===== config.mk =====
export PLATFORM = sky130hd
export DESIGN_NAME = imm_decode_stage
export DESIGN_NICKNAME = d
export VERILOG_FILES = /design/src/rtl/imm_decode_stage.sv
export SDC_FILE = /design/constraint.sdc
export NUM_CORES = 1
export LEC_CHECK = 0
export BUFFER_PORTS_ARGS = -buffer_cell sky130_fd_sc_hd__buf_2
export CAP_MARGIN = 40
export CORE_ASPECT_RATIO = 2
export CORE_UTILIZATION = 35
export DETAILED_ROUTE_END_ITERATION = 12
export GPL_TIMING_DRIVEN = 1
export MAX_ROUTING_LAYER = met4
export PLACE_DENSITY = 0.69
export SLEW_MARGIN = 20
export SYNTH_ARGS = -nofsm -noshare
export SYNTH_HDL_FRONTEND = slang
export SYNTH_SLANG_ARGS = --single-unit

===== constraint.sdc =====
create_clock -name clk -period 1.8 [get_ports clk]
set_input_delay 0.18 -clock clk [delete_from_list [all_inputs] [get_ports clk]]
set_output_delay 0.18 -clock clk [all_outputs]
set_load 0.1 [all_outputs]

===== src/rtl/imm_decode_stage.sv =====
// Pipelined immediate decoder: one instruction per handshake in, XLEN-wide extended immediate
// one cycle later, with a 2-entry main/skid buffer so in_ready comes straight from a flop.
module imm_decode_stage #(
   parameter int unsigned XLEN  = 32,
   parameter int unsigned TAG_W = 32
) (
   input  logic             clk,
   input  logic             rst,
   input  logic             flush,
   input  logic             in_valid,
   output logic             in_ready,
   input  logic [31:0]      in_cmd,
   input  logic [2:0]       in_op_imm,
   input  logic [TAG_W-1:0] in_tag,
   output logic             out_valid,
   input  logic             out_ready,
   output logic [XLEN-1:0]  out_imm,
   output logic [2:0]       out_op_imm,
   output logic [TAG_W-1:0] out_tag
);

   typedef enum logic [2:0] {
      FmtI    = 3'd0,
      FmtU    = 3'd1,
      FmtJ    = 3'd2,
      FmtS    = 3'd3,
      FmtB    = 3'd4,
      FmtZ    = 3'd5,
      FmtSh   = 3'd6,
      FmtRsvd = 3'd7
   } fmt_e;

   // ------------------------------------------------------------------
   // Combinational decode of the incoming instruction
   // ------------------------------------------------------------------
   fmt_e            fmt;
   logic [31:0]     imm32;
   logic [XLEN-1:0] dec_imm;
   logic            unused_opcode;

   assign fmt           = fmt_e'(in_op_imm);
   assign unused_opcode = ^in_cmd[6:0];

   // Z and SH are built zero-extended to 32 bits, so a uniform sign extension from bit 31
   // leaves them zero-extended to XLEN as well.
   always_comb begin
      imm32 = '0;
      unique case (fmt)
         FmtI, FmtRsvd: imm32 = {{20{in_cmd[31]}}, in_cmd[31:20]};
         FmtU:          imm32 = {in_cmd[31:12], 12'b0};
         FmtJ:          imm32 = {{12{in_cmd[31]}}, in_cmd[19:12], in_cmd[20], in_cmd[30:21],
                                 1'b0};
         FmtS:          imm32 = {{20{in_cmd[31]}}, in_cmd[31:25], in_cmd[11:7]};
         FmtB:          imm32 = {{20{in_cmd[31]}}, in_cmd[7], in_cmd[30:25], in_cmd[11:8],
                                 1'b0};
         FmtZ:          imm32 = {27'b0, in_cmd[19:15]};
         FmtSh: begin
            if (XLEN == 64) imm32 = {26'b0, in_cmd[25:20]};
            else            imm32 = {27'b0, in_cmd[24:20]};
         end
         default:       imm32 = '0;
      endcase
   end

   always_comb begin
      dec_imm       = {XLEN{imm32[31]}};
      dec_imm[31:0] = imm32;
   end

   // ------------------------------------------------------------------
   // Main / skid storage
   // ------------------------------------------------------------------
   logic             main_valid_q, main_valid_d;
   logic [XLEN-1:0]  main_imm_q, main_imm_d;
   logic [2:0]       main_op_q, main_op_d;
   logic [TAG_W-1:0] main_tag_q, main_tag_d;

   logic             skid_valid_q, skid_valid_d;
   logic [XLEN-1:0]  skid_imm_q, skid_imm_d;
   logic [2:0]       skid_op_q, skid_op_d;
   logic [TAG_W-1:0] skid_tag_q, skid_tag_d;

   logic accept;
   logic fire;

   assign in_ready   = ~skid_valid_q;
   assign out_valid  = main_valid_q;
   assign out_imm    = main_imm_q;
   assign out_op_imm = main_op_q;
   assign out_tag    = main_tag_q;

   assign accept = in_valid & ~skid_valid_q;
   assign fire   = main_valid_q & out_ready;

   always_comb begin
      main_valid_d = main_valid_q;
      main_imm_d   = main_imm_q;
      main_op_d    = main_op_q;
      main_tag_d   = main_tag_q;
      skid_valid_d = skid_valid_q;
      skid_imm_d   = skid_imm_q;
      skid_op_d    = skid_op_q;
      skid_tag_d   = skid_tag_q;

      if (flush) begin
         // Data registers keep stale contents; only the valid bits matter.
         main_valid_d = 1'b0;
         skid_valid_d = 1'b0;
      end else if (fire && skid_valid_q) begin
         // in_ready is low here, so no accept can collide with the skid drain.
         main_valid_d = 1'b1;
         main_imm_d   = skid_imm_q;
         main_op_d    = skid_op_q;
         main_tag_d   = skid_tag_q;
         skid_valid_d = 1'b0;
      end else if (accept && (!main_valid_q || fire)) begin
         main_valid_d = 1'b1;
         main_imm_d   = dec_imm;
         main_op_d    = in_op_imm;
         main_tag_d   = in_tag;
      end else if (accept) begin
         skid_valid_d = 1'b1;
         skid_imm_d   = dec_imm;
         skid_op_d    = in_op_imm;
         skid_tag_d   = in_tag;
      end else if (fire) begin
         main_valid_d = 1'b0;
      end
   end

   always_ff @(posedge clk) begin
      if (rst) begin
         main_valid_q <= 1'b0;
         main_imm_q   <= '0;
         main_op_q    <= '0;
         main_tag_q   <= '0;
         skid_valid_q <= 1'b0;
         skid_imm_q   <= '0;
         skid_op_q    <= '0;
         skid_tag_q   <= '0;
      end else begin
         main_valid_q <= main_valid_d;
         main_imm_q   <= main_imm_d;
         main_op_q    <= main_op_d;
         main_tag_q   <= main_tag_d;
         skid_valid_q <= skid_valid_d;
         skid_imm_q   <= skid_imm_d;
         skid_op_q    <= skid_op_d;
         skid_tag_q   <= skid_tag_d;
      end
   end

endmodule


---- After elaboration in Yosys (flattened, before gate mapping) ----
Cells that the tools add are included.
W data, S select, Z words.
cells by class
  add/subtract/negate cells ............... 0
  multiply operators ...................... 0
  divide/modulo/power cells ............... 0
  $lt $le $gt $ge ......................... 0
  equality and inequality tests ........... 8
  shift-type cells ........................ 0
  mux-type cells .......................... 11
  bitwise logic cells ..................... 6
  reductions and logical operators ........ 14
operators by type and width
  cell                  number
  $pmux W32 S7          1
  $mux W32              4
  $eq A3 B3 Y1 const B  4
  $eq A3 B2 Y1 const B  2
  $mux W3               2
  $reduce_and A2 Y1     3
  $mux W1               4
  $not A1 Y1            4
  $reduce_and A4 Y1     1
  $reduce_or A2 Y1      2
  $eq A3 B1 Y1 const B  1
  $logic_not A3 Y1      1
  $ne A3 B1 Y1 const B  1
  $reduce_bool A3 Y1    1
  $reduce_or A3 Y1      1
  $and A1 B1 Y1         2
  $logic_and A1 B1 Y1   2
  $reduce_bool A2 Y1    1
  $logic_not A1 Y1      1
  $logic_or A1 B1 Y1    1
storage, ports and cells
  register bits after elaboration ......... 136
  bits in latches ......................... 0
  bits in writable memories ............... 0
  bits in read-only memories .............. 0
  bits of input ports ..................... 72
  output and inout port bits .............. 69
  logic and storage cells ................. 47
  memories ................................ 0

---- Longest topological paths before layout ----
Gate-level depths: netlist of the first run.
  word-level depth ........................ 5
  mapped depth ............................ 7
  mapped depth without buffers ............ 4

---- Least setup slack after synthesis of the first run ----
Ideal clock, no wire load.
  path kind ............................... register -> register
  start ................................... register main_valid_q (netlist: out_valid)
  end ..................................... register main_tag_q[10] (netlist: out_tag[10])
  setup time .............................. 91 ps
  data arrival time ....................... 2242 ps
  data required time ...................... 1709 ps
  path slack .............................. -533 ps
  cell stages (with the launch flop) ...... 8
  buffers on the path ..................... 4
  period minus slack after synthesis ...... 2333 ps
  cell sequence ........................... dfxtp_1 -> buf_6 -> and3_1 -> clkbuf_1 -> buf_2 -> clkbuf_1 -> nand2_1 -> a311oi_1
between the ends
  cells in the longest elaborated chain, start to end .. 5
  elaborated cells on any way between the ends .. 8
  classes of those cells .................. mux (1); bitwise (1); reduce/logical (6)
RTL lines
  item                                                      RTL line  text
  from (decl)                                               73        logic main_valid_q, main_valid_d;
  from (signal assigned)                                    142       main_valid_q <= main_valid_d;
  $and A1 B1 Y1 / $logic_not A1 Y1 (equally long branches)  93, 116
  $logic_or A1 B1 Y1                                        116       end else if (accept && (!main_valid_q || fire)) begin
  $logic_and A1 B1 Y1                                       116
  $reduce_bool A2 Y1 (no line)                              -
  $reduce_and A2 Y1 (no line)                               -
  to (signal assigned)                                      145       main_tag_q <= main_tag_d;
  to (decl)                                                 76        logic [TAG_W-1:0] main_tag_q, main_tag_d;
Several ways; a longest one is shown, not always the timed one.
A chain may end at the register's enable or synchronous reset.

---- Worst setup path after layout of the first run ----
  start ................................... register skid_valid_q
  end ..................................... register main_imm_q[11] (netlist: out_imm[11])
between the ends
  cells in the longest elaborated chain, start to end .. 5
  elaborated cells on any way between the ends .. 7
  classes of those cells .................. mux (1); bitwise (2); reduce/logical (4)
RTL lines
  item                          RTL line  text
  from (decl)                   78        logic skid_valid_q, skid_valid_d;
  from (signal assigned)        146       skid_valid_q <= skid_valid_d;
  $not A1 Y1                    92        assign accept = in_valid & ~skid_valid_q;
  $and A1 B1 Y1                 92
  $logic_and A1 B1 Y1           116
  $reduce_bool A2 Y1 (no line)  -
  $reduce_and A2 Y1 (no line)   -
  to (signal assigned)          143       main_imm_q <= main_imm_d;
  to (decl)                     74        logic [XLEN-1:0] main_imm_q, main_imm_d;
Several ways; a longest one is shown, not always the timed one.

==> results by group, run 1 <==
Timing
  • Final Hold Viols: 0
  • Final max-slew violation count: 0
  • Final setup violation count: 0
  • Fin crit period: 1.74 ns
  • Clock Skew: 0.0114 ns
  • Fmax: 576 MHz
  • Rel. slew slack: 62.4%
  • Final worst-path cycle share: 96.4%
  • Setup WS post-layout: 0.0647 ns
  • RSZ-0062 raised after global routing: no
  • TNS Setup: 0 ns
  • Worst-Margin Slew: 0.562 ns

Place
  • RePlAce Congestion: 0.840
  • Hpwl dp: 11300 um
  • Number of buffers added on ports: 133
  • Post-DP Area: 6920 um^2
  • Setup WS pre-CTS: 0.0817 ns

Critical path
  • Critical path class: reg -> reg
  • Reg2Reg Launch Point: skid_valid_q
  • CP Cell Sequence: or2_4, a211oi_4, buf_4, buf_4, o21ai_0, o32ai_2
  • Type of origin of the critical path: flop
  • R2r endpoint: out_imm[11]
  • Critical path's slowest cell: dfxtp_1
  • Crit Path Max Fanout: 12
  • Data arrival, critical path: 2.06 ns
  • Launch point of the worst path: skid_valid_q
  • Critical Path End: out_imm[11]
  • Critical Path End Type: flop
  • Reg2reg setup slack: 0.06 ns
  • Critical path's largest stage delay: 0.37 ns
  • Worst EP required: 2.13 ns
  • Cell mode on critical path: buf_4
  • Reg2Reg Depth: 6

Clocking
  • Cts bufs inserted: 17
  • Clk sink count: 136
  • Clk_lat worst skew: 0.42 ns
  • CTS clk-pin slew, worst paths: 0.06 ns
  • Root Buffer: clkbuf_16
  • H-tree lvl count: 4
  • CTS tree: built
  • Max Root-Sink Buffers: 2

Synthesis
  • Mux contribution to synthesized area: 0.850%
  • Register area share after synthesis: 45.1%
  • Post-synthesis simple-gate area fraction: 25.4%
  • Post-Syn Area: 6040 um^2
  • Post-synth cell types: 36
  • Largest family of logic cells by synthesized area: simple AND/OR/NAND/NOR gates
  • Yosys top cell area share: 45.1%
  • Synthesis-stage register bit count: 136
  • Post-synth top area cell: dfxtp_1
  • Mean Syn Cell Area: 8.28 um^2
  • Cell count after synthesis: 729
  • Synth warn: 0
  • XOR/XNOR share of the synthesized area: 0.145%
  • Post-Synth Adder-Cell Area: 0%
  • Synth Net Count: 801
  • Post-synthesis compound-gate area fraction: 22.4%
  • Largest cells by area after synthesis: dfxtp_1 45%, nand2_1 9.4%, a21oi_1 5.4%, a311oi_1 5.4%, nor2_1 5.3%

Route
  • WL/cell: 15.2 um
  • Antenna Violating Nets Remaining: 0
  • Via count: 5551
  • Residual DRC count: 0
  • Average vias per placed instance: 5.23
  • WL final: 16200 um
  • Pre-antenna DRT Iters: 5
  • DR iter-0 viols: 225

Floorplan
  • Initial Utilization: 35.8%
  • Core ar.: 16800 um^2
  • Die area: 17800 um^2
  • Num rows: 67
  • DIE WIDTH: 94.9 um
  • # IOs: 141
  • Chip Height: 188 um

Power
  • Combinational fraction of design power: 18.0%
  • Peak supply drop: 0.610 mV
  • Net Switching: 2.58 mW
  • Reg power frac: 38.4%
  • P_int: 5.69 mW
  • Tot Pwr: 8.27 mW
  • Static leakage: 2.92 nW
  • Cell Pwr Density: 1090 nW/um^2
  • Clk pwr share: 43.6%
  • Sw Ratio: 31.2%

Worst hold path
  • Tightest Hold Check Type: in -> reg

Flow run
  • Max-cap violation count: 0

GRT
  • Number of global-route vias before repair: 4967
  • Overall Global Routing Usage: 18.9%
  • First-pass GRT wire length: 25200 um
  • Largest net degree at the start of global routing: 71
  • Grt ovf: 0
  • Initial antenna violation count: 0

Final layout
  • Final nets: 914
  • Antenna diodes: 0
  • Post-route cell area: 7600 um^2
  • Area grow syn2layout: 25.9%
  • Fin util: 45.1%
  • Ratio of cells with drive above 1 in the final layout: 25.6%

Run status
  • Status: complete, no violations
routing by layer:
metal,global-route usage (%),vias to the layer above,wire length [um]
met3,3.24,22,612
met5,-,-,0
li1,-,2802,-
met2,33.4,157,8940
met4,8.33,0,359
met1,19.9,2570,6250
power by group through the flow:
stage	logic [mW]	registers (mW)	clock network [mW]
global route	1.57	3.19	3.80
CTS	1.50	3.18	3.68
finish	1.49	3.18	3.60
global placement	1.47	3.24	0
floorplan	0.469	3.94	0
detailed placement	1.48	3.24	0
worst min-delay path by stage:
stage,endpoint,slack [ns],start,cells after the start
floorplan,out_valid,0.25,flush,1
CTS,skid_tag_q[20],0.0007,in_tag[20],3
global route,skid_tag_q[19],0.007,in_tag[19],3
global placement,out_valid,0.43,flush,2
detailed placement,skid_tag_q[7],0.44,in_tag[7],3
finish,skid_tag_q[20],0.01,in_tag[20],3
synth_stat cells:
master,number
o221ai_2,10
nand2b_1,26
mux2i_1,4
nand3b_1,11
dfxtp_1,136
nand2_4,1
nand3_1,13
a21oi_1,65
nor3_1,14
nand4b_1,19
and3_1,3
mux2_2,1
a311oi_1,37
o21ai_1,4
o221ai_1,9
and2_1,1
buf_4,2
a211oi_4,1
a2111oi_0,1
a221o_1,2
inv_1,4
a32o_1,4
o21ai_0,1
clkbuf_1,46
nand2_1,152
a22oi_1,6
o311ai_0,1
or2_1,1
buf_6,8
xnor2_1,1
buf_1,4
buf_2,12
nor2_1,85
a211oi_1,30
nor2b_1,9
o32ai_2,5
critical path, delay by kind of cell (launching register included):
| kind | cells | cell delay, ns |
|---|---|---|
| buffers and inverters | 2 | 0.44 |
| AND/OR/NAND/NOR | 1 | 0.28 |
| AO/OA/AOI/OAI | 3 | 0.56 |
| flip-flops | 1 | 0.37 |
placed cells by master, fill, tap and decap left out, drive strengths merged, types with 2 or more instances in the layout:
cell type	count
a211oi	31
a21oi	65
a221o	2
a22oi	6
a311oi	37
a32o	4
and3	3
buf	159
bufinv	3
clkbuf	18
clkinv	4
clkinvlp	3
dfxtp	136
dlygate4sd3	7
inv	8
mux2i	4
nand2	153
nand2b	26
nand3	13
nand3b	11
nand4b	19
nor2	85
nor2b	9
nor3	14
o21ai	5
o221ai	19
o32ai	5
flip-flops by register name (all words and copies together) (netlist names):
signal / flops
out_imm: 32
out_tag: 32
skid_imm_q: 32
skid_tag_q: 32
out_op_imm: 3
skid_op_q: 3
out_valid: 1
skid_valid_q: 1
logic make-up after synthesis:
family | after synthesis
AO/OA/AOI/OAI | 176
XOR/XNOR | 1
buffers and inverters | 76
flip-flops | 136
multiplexers | 5
AND/OR/NAND/NOR | 335
metrics by stage:
step	hold slack (ns)	cells
floorplan	0.249	729
global placement	0.431	1023
detailed placement	0.438	1023
CTS	0.000653	1062
global route	0.00692	1062
finish	0.0140	1062
cell type report:
type                            instances  area (um^2)
Fill cell                            1659         9250
Multi-Input combinational cell        517         2980
Sequential cell                       136         2730
Timing Repair Buffer                  166         1010
Clock buffer                           18          439
Tap cell                              207          259
Clock inverter                         14          169
Inverter                                4         15.0
repair_timing:
item                                   in CTS  in global routing
setup endpoints to repair                   0                  4
gates resized for setup                     0                  1
endpoints found under the hold margin       7                  0
buffers inserted                            0                  0
hold buffers                                7                  0
Power figures use the tool's default switching activity.
==> run 2: changes to the inputs <==
--- a/config.mk
+++ b/config.mk
@@ -7,12 +7,14 @@
 export LEC_CHECK = 0
 export BUFFER_PORTS_ARGS = -buffer_cell sky130_fd_sc_hd__buf_2
 export CAP_MARGIN = 40
+export CELL_PAD_IN_SITES_DETAIL_PLACEMENT = 1
+export CELL_PAD_IN_SITES_GLOBAL_PLACEMENT = 1
 export CORE_ASPECT_RATIO = 2
 export CORE_UTILIZATION = 35
 export DETAILED_ROUTE_END_ITERATION = 12
 export GPL_TIMING_DRIVEN = 1
 export MAX_ROUTING_LAYER = met4
-export PLACE_DENSITY = 0.69
+export PLACE_DENSITY = 0.86
 export SLEW_MARGIN = 20
 export SYNTH_ARGS = -nofsm -noshare
 export SYNTH_HDL_FRONTEND = slang
==> results by group, run 2 (synthesis gave the netlist of run 1 again) <==
Route
  • DR iter-0 viols: 132 (-41%)
  • Average vias per placed instance: 5.46 (+4.5%)
  • WL/cell: 17.5 um (+15%)
  • Via count: 5844 (+5.3%)
  • Pre-antenna DRT Iters: 4 (-1)
  • WL final: 18700 um (+16%)
  • Residual DRC count: 0 (unchanged)
  • Antenna Violating Nets Remaining: 0 (unchanged)

Timing
  • Setup WS post-layout: 0.0953 ns (+0.0306 ns)
  • Fmax: 587 MHz (+1.8%)
  • Fin crit period: 1.70 ns (-0.0306 ns)
  • Clock Skew: 0.0108 ns (-0.000617 ns)
  • Worst-Margin Slew: 0.574 ns (+0.0123 ns)
  • RSZ-0062 raised after global routing: no
  • Final worst-path cycle share: 94.7% (-1.7 points)
  • Final setup violation count: 0 (unchanged)
  • Rel. slew slack: 61.6% (-0.82 points)
  • Final max-slew violation count: 0 (unchanged)
  • Final Hold Viols: 0 (unchanged)

Final layout
  • Area grow syn2layout: 28.3%
  • Area of the multi-input gates: 2990 um^2 (+0.17%)
  • Fill count: 2013 (+21%)
  • Most common library cell in the layout ignoring fill and taps: nand2_1
  • Antenna diodes: 0 (unchanged)
  • Most frequent cells in the layout: 152 x nand2_1, 135 x dfxtp_1, 132 x buf_2
  • Fin cells: 1070 (+0.75%)
  • Final nets: 922 (+0.88%)
  • Reg area: 2730 um^2 (unchanged)
  • Ratio of cells with drive above 1 in the final layout: 25.6% (about the same)

Critical path
  • Critical path class: reg -> reg
  • Critical Path End Type: flop
  • Type of origin of the critical path: flop
  • Cell mode on critical path: buf_12
  • Critical path's slowest cell: dfxtp_1
  • CP Cell Sequence: or2_4, a211oi_4, buf_12, buf_12, o21ai_0, o32ai_2
  • Delay-heaviest family, CP: compound AO/OA/AOI/OAI gates
  • Worst EP required: 2.12 ns (about the same)
  • Crit Path Max Fanout: 31 (+19)
  • CP bufs+invs: 2 (unchanged)
  • Critical path's largest stage delay: 0.37 ns (about the same)
  • Data arrival, critical path: 2.03 ns (-0.03 ns)

GRT
  • Overall Global Routing Usage: 22.3% (+3.4 points)
  • Number of global-route vias before repair: 6026 (+21%)
  • Grt ovf: 0 (unchanged)
  • First-pass GRT wire length: 30000 um (+19%)
  • Initial antenna violation count: 0 (unchanged)
  • Largest net degree at the start of global routing: 59 (-17%)

Place
  • Number of buffers added on ports: 133 (unchanged)
  • Hpwl dp: 12700 um (+12%)
  • RePlAce Congestion: 0.782 (-6.9%)
  • Setup WS pre-CTS: -0.0857 ns (-0.167 ns)
  • DP Cell Count: 1025 (+0.20%)

Clocking
  • Clk sink count: 136 (unchanged)
  • Max Root-Sink Buffers: 2 (unchanged)
  • Root Buffer: clkbuf_16
  • Cts bufs inserted: 17 (unchanged)
  • CTS clk-pin slew, worst paths: 0.06 ns (about the same)
  • Post-CTS setup buffers: 0 (unchanged)
  • CTS tree: built
  • Clk_lat worst skew: 0.42 ns (about the same)
  • H-tree lvl count: 4 (unchanged)

Floorplan
  • # IOs: 141 (unchanged)
  • Core ar.: 16800 um^2 (unchanged)
  • DIE WIDTH: 94.9 um (unchanged)
  • Num rows: 67 (unchanged)
  • Chip Height: 188 um (unchanged)
  • Die area: 17800 um^2 (unchanged)
  • Initial Utilization: 35.8% (unchanged)

Flow run
  • Max-cap violation count: 0 (unchanged)

Power
  • Static leakage: 2.99 nW (+2.4%)
  • Cell Pwr Density: 1080 nW/um^2 (-0.54%)
  • Peak supply drop: 0.641 mV (+5.0%)

Worst hold path
  • Tightest Hold Check Type: in -> reg

Run status
  • Status: complete, no violations
-- run 2: cell count changes in the layout (fill, tap and decap cells not counted), moves of 2 or more --
cell,delta
buf_12,+5
clkbuf_8,+2
buf_4,-2
clkinv_4,+2
inv_6,-2
dlygate4sd3_1,+6
clkinvlp_4,-3
-- run 2: layer usage --
| layer | track usage [%] | vias to the layer above | part of all wire, % |
|---|---|---|---|
| met5 | - | - | 0 |
| met4 | 9.62 | 0 | 2.8 |
| met3 | 3.65 | 34 | 2.5 |
| met2 | 40.3 | 122 | 55 |
| met1 | 23.0 | 2862 | 40 |
| li1 | - | 2826 | - |
-- run 2: worst paths after layout --
| path | start | slack [ns] | cells after the start | to |
|---|---|---|---|---|
| setup / recovery | skid_valid_q | 0.1 | 6 | out_imm[11] |
| hold / removal | in_tag[22] | 0.02 | 3 | skid_tag_q[22] |
| setup reg to reg | skid_valid_q | 0.1 | 6 | out_imm[11] |
| hold reg to reg | skid_tag_q[4] | 0.46 | 2 | skid_tag_q[4] |
-- run 2: worst register-to-register path: cells and delay by family, from the launching register on --
kind / cells / cell delay, ns
AO/OA/AOI/OAI: 3 / 0.63
AND/OR/NAND/NOR: 1 / 0.28
buffers and inverters: 2 / 0.34
flip-flops: 1 / 0.37
-- run 2: where the power goes --
group / total (mW) / switching (mW) / leakage [nW] / internal [mW]
Clock: 3.65 / 1.36 / 0.307 / 2.29
Sequential: 3.18 / 0.0595 / 1.11 / 3.12
Combinational: 1.54 / 1.17 / 1.58 / 0.368
-- run 2: metrics by stage --
step / setup TNS [ns] / hold slack, ns / utilization [%] / instance area [um^2] / total power, mW
floorplan: -3.19 / 0.249 / - / 6090 / 4.41
global placement: -0.170 / 0.432 / 41.5 / 7000 / 4.74
detailed placement: -0.424 / 0.441 / 41.5 / 7000 / 4.77
CTS: 0 / 0.000113 / 46.0 / 7750 / 8.47
global route: 0 / 0.00932 / 46.0 / 7750 / 8.67
finish: 0 / 0.0162 / 46.0 / 7750 / 8.38
-- run 2: timing repair --
item | CTS | global route
gates resized for setup | 1 | 0
hold buffers | 13 | 0
hold endpoints to repair | 13 | 0
endpoints found under the setup margin | 6 | 0
-- run 2: layout make-up --
type | count | area share, %
multi-input cells | 517 | 38.6
clock inverters | 11 | 1.87
flip-flops and latches | 136 | 35.2
well taps | 207 | 3.34
clock buffers | 21 | 6.07
inverters | 4 | 0.194
repair buffers | 174 | 14.8
==> run 3: changes to the inputs <==
--- a/config.mk
+++ b/config.mk
@@ -11,6 +11,7 @@
 export CELL_PAD_IN_SITES_GLOBAL_PLACEMENT = 1
 export CORE_ASPECT_RATIO = 2
 export CORE_UTILIZATION = 35
+export CTS_BUF_LIST = sky130_fd_sc_hd__clkbuf_16
 export DETAILED_ROUTE_END_ITERATION = 12
 export GPL_TIMING_DRIVEN = 1
 export MAX_ROUTING_LAYER = met4
==> results by group, run 3 (synthesis gave the netlist of run 1 again) <==
Timing
  • Final worst-path cycle share: 94.6% (-0.11 points)
  • Rel. slew slack: 61.6% (about the same)
  • Final max-slew violation count: 0 (unchanged)
  • Final setup violation count: 0 (unchanged)
  • Worst-Margin Slew: 0.575 ns (+0.000427 ns)
  • Clock Skew: 0.00967 ns (-0.00117 ns)
  • Final Hold Viols: 0 (unchanged)
  • Fin crit period: 1.70 ns (-0.00197 ns)
  • Fmax: 587 MHz (+0.12%)
  • RSZ-0062 raised after global routing: no

Place
  • Number of buffers added on ports: 133 (unchanged)
  • RePlAce Congestion: 0.782 (unchanged)
  • Hpwl dp: 12700 um (unchanged)
  • Post-DP Area: 7000 um^2 (unchanged)

Floorplan
  • Chip Height: 188 um (unchanged)
  • Die area: 17800 um^2 (unchanged)
  • Initial Utilization: 35.8% (unchanged)
  • # IOs: 141 (unchanged)
  • Core ar.: 16800 um^2 (unchanged)
  • Num rows: 67 (unchanged)
  • DIE WIDTH: 94.9 um (unchanged)

Power
  • Net Switching: 2.59 mW (-0.22%)
  • Cell Pwr Density: 1060 nW/um^2 (-1.6%)
  • Peak supply drop: 0.642 mV (+0.24%)
  • Combinational fraction of design power: 18.8% (+0.4 points)
  • P_int: 5.65 mW (-2.2%)
  • Clk pwr share: 42.6% (-1.0 points)
  • Sw Ratio: 31.4% (+0.44 points)
  • Static leakage: 2.99 nW (about the same)
  • Reg power frac: 38.6% (+0.6 points)
  • Tot Pwr: 8.24 mW (-1.6%)

Route
  • Metal2 WL: 10100 um (-1.8%)
  • DR iter-0 viols: 144 (+9.1%)
  • Pre-antenna DRT Iters: 4 (unchanged)
  • WL/cell: 17.3 um (-0.95%)
  • Top Layer Used: met4
  • Met3 Routed Length: 495 um (+6.5%)
  • Via count: 5819 (-0.43%)
  • Antenna Violating Nets Remaining: 0 (unchanged)
  • Residual DRC count: 0 (unchanged)
  • WL met1: 7400 um (-0.40%)
  • Average vias per placed instance: 5.42 (-0.71%)
  • WL final: 18600 um (-0.67%)

Critical path
  • Worst EP required: 2.13 ns (about the same)
  • Critical path class: reg -> reg
  • Critical Path End Type: flop
  • Data arrival, critical path: 2.03 ns (about the same)
  • Type of origin of the critical path: flop
  • Crit Path Max Fanout: 31 (unchanged)

GRT
  • Overall Global Routing Usage: 22.3% (-0.026 points)
  • Number of global-route vias before repair: 6032 (+0.10%)
  • First-pass GRT wire length: 30000 um (about the same)
  • Largest net degree at the start of global routing: 59 (unchanged)
  • Grt ovf: 0 (unchanged)
  • Initial antenna violation count: 0 (unchanged)

Worst hold path
  • Tightest Hold Check Type: in -> reg

Clocking
  • Clk sink count: 136 (unchanged)
  • Post-CTS setup buffers: 0 (unchanged)
  • CTS tree: built
  • Max Root-Sink Buffers: 2 (unchanged)
  • Clk_lat worst skew: 0.42 ns (about the same)
  • Root Buffer: clkbuf_16
  • CTS clk-pin slew, worst paths: 0.06 ns (about the same)
  • Cts bufs inserted: 17 (unchanged)
  • H-tree lvl count: 4 (unchanged)

Final layout
  • Most frequent cells in the layout: 152 x nand2_1, 135 x dfxtp_1, 132 x buf_2
  • Post-route cell area: 7750 um^2 (unchanged)
  • Most common library cell in the layout ignoring fill and taps: nand2_1
  • Area grow syn2layout: 28.3% (unchanged)
  • Fin util: 46.0% (unchanged)
  • Final nets: 925 (+0.33%)
  • Antenna diodes: 0 (unchanged)
  • Ratio of cells with drive above 1 in the final layout: 25.2% (-0.44 points)

Flow run
  • Max-cap violation count: 0 (unchanged)

Run status
  • Status: complete, no violations
-- run 3: changes by cell type in the layout (fill, tap and decap cells not counted) --
| cell | previous run | this run |
|---|---|---|
| clkinv_1 | 0 | 3 |
| clkbuf_8 | 3 | 0 |
| inv_1 | 4 | 5 |
| clkbuf_1 | 1 | 0 |
| dlygate4sd3_1 | 13 | 16 |
-- run 3: metrics by stage --
step                      hold WS [ns]  worst slack [ns]  std cells  TNS, ns
final                           0.0195            0.0973       1073        0
after CTS                     0.000293            0.0884       1073        0
after global placement           0.432           -0.0393       1025   -0.170
after detailed placement         0.441           -0.0857       1025   -0.424
after global routing           0.00792           0.00368       1073        0
after floorplan                  0.249           -0.0578        729    -3.19
-- run 3: repair_timing --
item	CTS	global route
hold buffers	16	0
endpoints found under the hold margin	16	0
endpoints found under the setup margin	6	0
resized for setup	1	0
-- run 3: critical path, stage by stage (launching register included) --
cell and delay [ns]:
dfxtp_1 0.37, or2_4 0.28, a211oi_4 0.28, buf_12 0.16, buf_12 0.18, o21ai_0 0.12, o32ai_2 0.22
-- run 3: path summary, 6_finish.rpt --
path / slack [ns] / end / cells past startpoint / startpoint
setup / recovery: 0.1 / out_imm[11] / 6 / skid_valid_q
hold / removal: 0.02 / skid_tag_q[23] / 3 / in_tag[23]
setup reg to reg: 0.1 / out_imm[11] / 6 / skid_valid_q
hold reg to reg: 0.46 / skid_tag_q[19] / 2 / skid_tag_q[19]
-- run 3: layer usage --
layer,vias to the layer above,GRT usage (%)
li1,2824,-
met3,40,3.65
met4,0,9.97
met5,-,-
met1,2823,23.1
met2,132,40.0
-- run 3: power by group through the flow --
| stage | clock, mW | sequential (mW) | combinational (mW) |
|---|---|---|---|
| after floorplan | 0 | 3.94 | 0.469 |
| after global placement | 0 | 3.24 | 1.50 |
| after detailed placement | 0 | 3.25 | 1.52 |
| after CTS | 3.60 | 3.18 | 1.55 |
| after global routing | 3.71 | 3.20 | 1.63 |
| final | 3.52 | 3.18 | 1.55 |
-- run 3: cell type report --
type | instances | area [um^2]
clock buffer | 17 | 425
inverter | 4 | 15.0
sequential | 136 | 2730
fill | 2012 | 9100
clock inverter | 15 | 160
timing repair buffer | 177 | 1180
tap | 207 | 259
multi-input combinational | 517 | 2990
